<file path="config.mk">
export PLATFORM = sky130hd
export DESIGN_NAME = pipe_stage_reg_flat
export DESIGN_NICKNAME = d
export VERILOG_FILES = /design/src/rtl/pipe_stage_reg_if.sv /design/src/rtl/pipe_stage_reg.sv /design/src/flat_wrapper.sv
export SDC_FILE = /design/constraint.sdc
export NUM_CORES = 1
export LEC_CHECK = 0
export ABC_AREA = 1
export BUFFER_PORTS_ARGS = -buffer_cell sky130_fd_sc_hd__buf_2
export CORE_MARGIN = 4
export CORE_UTILIZATION = 55
export CTS_CLUSTER_DIAMETER = 60
export DETAILED_ROUTE_END_ITERATION = 8
export GPL_ROUTABILITY_DRIVEN = 0
export PLACE_DENSITY = 0.85
export SYNTH_ARGS = -nofsm -noshare
export SYNTH_HDL_FRONTEND = slang
export SYNTH_SLANG_ARGS = --single-unit
</file>
<file path="constraint.sdc">
create_clock -name clk -period 2.35 [get_ports clk]
set_input_delay 0.47 -clock clk [delete_from_list [all_inputs] [get_ports clk]]
set_output_delay 0.47 -clock clk [all_outputs]
set_load 0.005 [all_outputs]
</file>
<file path="src/rtl/pipe_stage_reg_if.sv">
`default_nettype none
// +-----------------------------------------------------------------------+
// | pipe_stage_reg_if : upstream-in / downstream-out payload bundle        |
// | Revision: 1.0                                                          |
// +-----------------------------------------------------------------------+
interface pipe_stage_reg_if #(
  parameter int DATA_W = 32
);
  logic              valid_i;
  logic [DATA_W-1:0] data_i;
  logic              valid_o;
  logic [DATA_W-1:0] data_o;

  modport master (output valid_i, data_i, input  valid_o, data_o);
  modport slave  (input  valid_i, data_i, output valid_o, data_o);
endinterface
`default_nettype wire

</file>
<file path="src/rtl/pipe_stage_reg.sv">
`default_nettype none
// +-----------------------------------------------------------------------+
// | pipe_stage_reg : generic pipeline stage register with flush/stall and  |
// |                  saturating hold/bubble/flush event counters           |
// | Revision: 1.0                                                          |
// +-----------------------------------------------------------------------+
module pipe_stage_reg #(
  parameter int                DATA_W  = 32,
  parameter int                STALL_W = 6,
  parameter int                STAGE   = 2,
  parameter logic [DATA_W-1:0] NOP_VAL = '0,
  parameter int                CNT_W   = 16
) (
  input  wire logic               clk,
  input  wire logic               rst,
  input  wire logic [STALL_W-1:0] stall,
  input  wire logic               flush,
  input  wire logic               cnt_clr,
  pipe_stage_reg_if.slave         bus,
  output logic      [CNT_W-1:0]   hold_cnt_o,
  output logic      [CNT_W-1:0]   bubble_cnt_o,
  output logic      [CNT_W-1:0]   flush_cnt_o
);

  generate
    if ((STAGE + 1 > STALL_W - 1) || (DATA_W < 1) || (CNT_W < 2)) begin : g_param_check
      $error("pipe_stage_reg: illegal parameter combination");
    end
  endgenerate

  typedef enum logic [1:0] {
    ACT_FLUSH   = 2'd0,
    ACT_BUBBLE  = 2'd1,
    ACT_HOLD    = 2'd2,
    ACT_ADVANCE = 2'd3
  } action_t;

  action_t act;
  logic    up_stall;
  logic    dn_stall;
  logic    unused_stall;

  assign up_stall     = stall[STAGE];
  assign dn_stall     = stall[STAGE+1];
  assign unused_stall = ^stall;

  // Upstream released while downstream stalled is treated as a plain advance.
  always_comb begin
    act = ACT_ADVANCE;
    if (flush)                     act = ACT_FLUSH;
    else if (up_stall && !dn_stall) act = ACT_BUBBLE;
    else if (up_stall && dn_stall)  act = ACT_HOLD;
  end

  function automatic logic [CNT_W-1:0] sat_inc(input logic [CNT_W-1:0] v);
    return (&v) ? v : v + {{(CNT_W-1){1'b0}}, 1'b1};
  endfunction

  always_ff @(posedge clk) begin
    if (rst) begin
      bus.data_o  <= NOP_VAL;
      bus.valid_o <= 1'b0;
    end else begin
      case (act)
        ACT_FLUSH, ACT_BUBBLE: begin
          bus.data_o  <= NOP_VAL;
          bus.valid_o <= 1'b0;
        end
        ACT_HOLD: begin
          bus.data_o  <= bus.data_o;
          bus.valid_o <= bus.valid_o;
        end
        default: begin
          bus.data_o  <= bus.data_i;
          bus.valid_o <= bus.valid_i;
        end
      endcase
    end
  end

  always_ff @(posedge clk) begin
    if (rst || cnt_clr) begin
      hold_cnt_o   <= '0;
      bubble_cnt_o <= '0;
      flush_cnt_o  <= '0;
    end else begin
      if (act == ACT_HOLD)   hold_cnt_o   <= sat_inc(hold_cnt_o);
      if (act == ACT_BUBBLE) bubble_cnt_o <= sat_inc(bubble_cnt_o);
      if ((act == ACT_FLUSH) && (bus.valid_o || bus.valid_i))
        flush_cnt_o <= sat_inc(flush_cnt_o);
    end
  end

  always_ff @(posedge clk) begin
    if (!rst)
      assert (up_stall || !dn_stall)
      else $error("pipe_stage_reg: downstream stalled while upstream advances");
  end

endmodule
`default_nettype wire
</file>
<file path="src/flat_wrapper.sv">
// flat-port wrapper written by rule: the top's interface ports become plain ports
module pipe_stage_reg_flat 
#(
  parameter int                DATA_W  = 32,
  parameter int                STALL_W = 6,
  parameter int                STAGE   = 2,
  parameter logic [DATA_W-1:0] NOP_VAL = '0,
  parameter int                CNT_W   = 16
)
  (clk, rst, stall, flush, cnt_clr, hold_cnt_o, bubble_cnt_o, flush_cnt_o, bus_valid_i, bus_data_i, bus_valid_o, bus_data_o);
  pipe_stage_reg_if #(.DATA_W(DATA_W)) bus_i ();
  input  wire logic clk;
  input  wire logic rst;
  input  wire logic [STALL_W-1:0] stall;
  input  wire logic flush;
  input  wire logic cnt_clr;
  output logic      [CNT_W-1:0] hold_cnt_o;
  output logic      [CNT_W-1:0] bubble_cnt_o;
  output logic      [CNT_W-1:0] flush_cnt_o;
  input wire logic [$bits(bus_i.valid_i)-1:0] bus_valid_i;
  input wire logic [$bits(bus_i.data_i)-1:0] bus_data_i;
  output wire logic [$bits(bus_i.valid_o)-1:0] bus_valid_o;
  output wire logic [$bits(bus_i.data_o)-1:0] bus_data_o;
  assign bus_i.valid_i = bus_valid_i;
  assign bus_i.data_i = bus_data_i;
  assign bus_valid_o = bus_i.valid_o;
  assign bus_data_o = bus_i.data_o;
  pipe_stage_reg #(.DATA_W(DATA_W), .STALL_W(STALL_W), .STAGE(STAGE), .NOP_VAL(NOP_VAL), .CNT_W(CNT_W)) u_core (.clk(clk), .rst(rst), .stall(stall), .flush(flush), .cnt_clr(cnt_clr), .bus(bus_i), .hold_cnt_o(hold_cnt_o), .bubble_cnt_o(bubble_cnt_o), .flush_cnt_o(flush_cnt_o));
endmodule
</file>
==> impl_metrics.env <==
export IMPL_post_synth_num_cell_types=28
export IMPL_cts_tree="built"
export IMPL_r2r_end="u_core.flush_cnt_o[14]"
export IMPL_htreeDepth=3
export IMPL_grt_pass1_vias=3979
export IMPL_clk_pin_slew_ns=0.09
export IMPL_hold_viol=0
export IMPL_hold_path_endpoint="u_core.bus.data_o[28]"
export IMPL_dieHeight_um=92.4
export IMPL_drc=0
export IMPL_synth_seq_area_share=0.414
export IMPL_synth_area_per_cell_um2=6.61
export IMPL_postCtsSetupRepairBufs=0
export IMPL_synth_area_leaders="dfxtp_1 41%, nand2_1 17%, nor2_1 12%"
export IMPL_layout_min_cycle_time_ns=1.74
export IMPL_fin_tns_setup_ns=0
export IMPL_synth_edff_count=0
export IMPL_holdBufCountCts=0
export IMPL_rrSetupSlack_ns=0.61
export IMPL_synth_top_area_cell="dfxtp_1"
export IMPL_synth_cell_area_mm2=0.00392
export IMPL_clock_sinks=81
export IMPL_via_per_inst=5.21
export IMPL_start_kind="flip-flop"
export IMPL_ios=124
export IMPL_start_util=0.571
export IMPL_power_density_mw_per_mm2=568
export IMPL_ir_worst_vdd_mv=0.402
export IMPL_maxCapViolations=0
export IMPL_cts_resized=0
export IMPL_min_delay_path_depth=3
export IMPL_reg2reg_from="u_core.flush_cnt_o[0]"
export IMPL_drt_total_wl_um=10100
export IMPL_critical_path_class="reg -> reg"
export IMPL_synthToLayoutAreaGrowth_pct=22.2
export IMPL_finalMaxSlewViolations=0
export IMPL_numCtsBuffers=9
export IMPL_crit_path_max_fanout=14
export IMPL_worst_setup_path_end_kind="flip-flop"
export IMPL_yosys_warnings=0
export IMPL_grt_max_degree=41
export IMPL_cts_buffer_depth=2
export IMPL_buffer_ports_inserted=119
export IMPL_drive_gt1_frac=0.227
export IMPL_ys_flop_type="dfxtp_1"
export IMPL_clk_latency_ns=0.35
export IMPL_wl_per_cell_um=12.5
export IMPL_drt_iter0_markers=137
export IMPL_synth_seq_cells=81
export IMPL_grt_overflow_total=0
export IMPL_status="finished clean"
export IMPL_p_leak_nw=2.02
export IMPL_async_reset_ff_frac=0
export IMPL_critPathLaunch="u_core.flush_cnt_o[0]"
export IMPL_hpwl_um=7320
export IMPL_critPathBufInv=0
export IMPL_core_mm2=0.00687
export IMPL_hold_start="bus_data_i[28]"
export IMPL_p_total_mw=2.72
export IMPL_fmax_ghz=0.574
export IMPL_nets=754
export IMPL_antenna_found_initial=0
export IMPL_path_cells="ha_1 > nand2_1 > nor2_1 > nand4_2 > a21oi_1 > nor2_1"
export IMPL_rsz0062_at_grt="no"
export IMPL_fp_dieW_um=92.4
export IMPL_cpLargestDelayFamily="simple AND/OR/NAND/NOR gates"
export IMPL_synth_cells=593
export IMPL_cp_arrival_ns=1.98
export IMPL_cts_root_buf="clkbuf_8"
export IMPL_vias=4214
export IMPL_crit_slowest_cell="dfxtp_1"
export IMPL_path_common_cell="nor2_1"
export IMPL_first_pass_iters=5
export IMPL_grt_usage=0.238
export IMPL_diodes=0
export IMPL_slew_headroom=0.629
export IMPL_worstPathRequired_ns=2.59
export IMPL_hp_class="in -> reg"
export IMPL_syn_nets=639
export IMPL_die_area_mm2=0.00854
export IMPL_cp_slowest_stage_delay_ns=0.41
export IMPL_worstMarginPinSlew_ns=0.550
export IMPL_yosys_area_top_type_share=0.414
export IMPL_reg2reg_depth=6
export IMPL_setup_viol=0
export IMPL_fin_skew_ns=0.00772
export IMPL_grt_pass1_wl_um=16900
export IMPL_drtAntennaViolNets=0
export IMPL_finalCritPeriodShare=0.741
export IMPL_rows=30
==> kinds of logic (layout without fill, tap and decap cells) <==
kind of cell	after synthesis	count (layout)	share of synthesized area
XOR/XNOR	2	2	0.00447
AND/OR/NAND/NOR	383	383	0.417
adder cells (fa/ha/maj)	3	3	0.00958
AO/OA/AOI/OAI	75	75	0.0970
flip-flops	81	81	0.414
buffers and inverters	49	169	0.0584
==> synthesized netlist by cell type (2+ instances only) <==
| master | n |
|---|---|
| nand2_1 | 182 |
| nor2_1 | 121 |
| dfxtp_1 | 81 |
| a21oi_1 | 67 |
| nand3_1 | 46 |
| inv_1 | 29 |
| buf_2 | 7 |
| clkbuf_1 | 7 |
| nor2_2 | 7 |
| o21ai_0 | 6 |
| nand3b_1 | 5 |
| nand4_1 | 5 |
| nand2_2 | 4 |
| nor3_1 | 4 |
| buf_6 | 3 |
| ha_1 | 3 |
| nand3_2 | 3 |
| nor2_4 | 2 |
| xor2_1 | 2 |
==> report_power, final <==
group | internal (mW) | total [mW] | switching (mW)
Clock | 0.610 | 1.15 | 0.543
Combinational | 0.0687 | 0.165 | 0.0964
Sequential | 1.39 | 1.40 | 0.0126
==> how the worst max path moves through the flow <==
stage	to	cells after the start
after detailed placement	u_core.hold_cnt_o[10]	9
after global placement	u_core.hold_cnt_o[14]	9
after CTS	u_core.flush_cnt_o[14]	6
final	u_core.flush_cnt_o[14]	6
after floorplan	u_core.flush_cnt_o[9]	7
after global routing	u_core.flush_cnt_o[13]	6
==> tightest hold or removal path, delay by kind of cell <==
| family | cells | cell delay [ns] |
|---|---|---|
| buffers and inverters | 1 | 0.09 |
| AOI/OAI and AO/OA | 1 | 0.05 |
| and+or+nand+nor | 1 | 0.05 |
==> sequential cells by signal (all words and copies together) (netlist names) <==
name / cells
u_core.bus.data_o: 32
u_core.bubble_cnt_o: 16
u_core.flush_cnt_o: 16
u_core.bus.valid_o: 1
u_core.hold_cnt_o: 16
==> cells in the final DEF, fill, tap and decap left out, types with 6 or more instances in the layout <==
master    count
a21oi_1      67
inv_1        29
nor2_2        8
nand2_1     182
buf_2       119
dfxtp_1      81
o21ai_0       6
nor2_1      120
clkbuf_8      9
nand3_1      46
==> metrics by stage <==
stage	area [um^2]	cells	util	setup WS (ns)	hold slack (ns)
floorplan	3920	593	-	0.886	0.456
global placement	4560	793	0.664	0.684	0.445
finish	4790	809	0.697	0.608	0.364
CTS	4790	809	0.697	0.637	0.343
global route	4790	809	0.697	0.400	0.355
detailed placement	4560	793	0.664	0.591	0.452
==> routing by layer <==
metal,global-route usage,share of wire,vias up
li1,-,-,2133
met1,0.283,0.41,1907
met2,0.404,0.48,151
met3,0.0690,0.082,23
met4,0.0916,0.020,0
met5,0,0,-
==> area by class of cell <==
type                    count  area, um^2
inverters                  30         113
clock buffers               9         124
flip-flops and latches     81        1620
well taps                  96         120
fillers                   589        2080
repair buffers            123         638
clock inverters             7         101
multi-input cells         463        2070
Note: power is estimated with default switching activity, not from simulation.
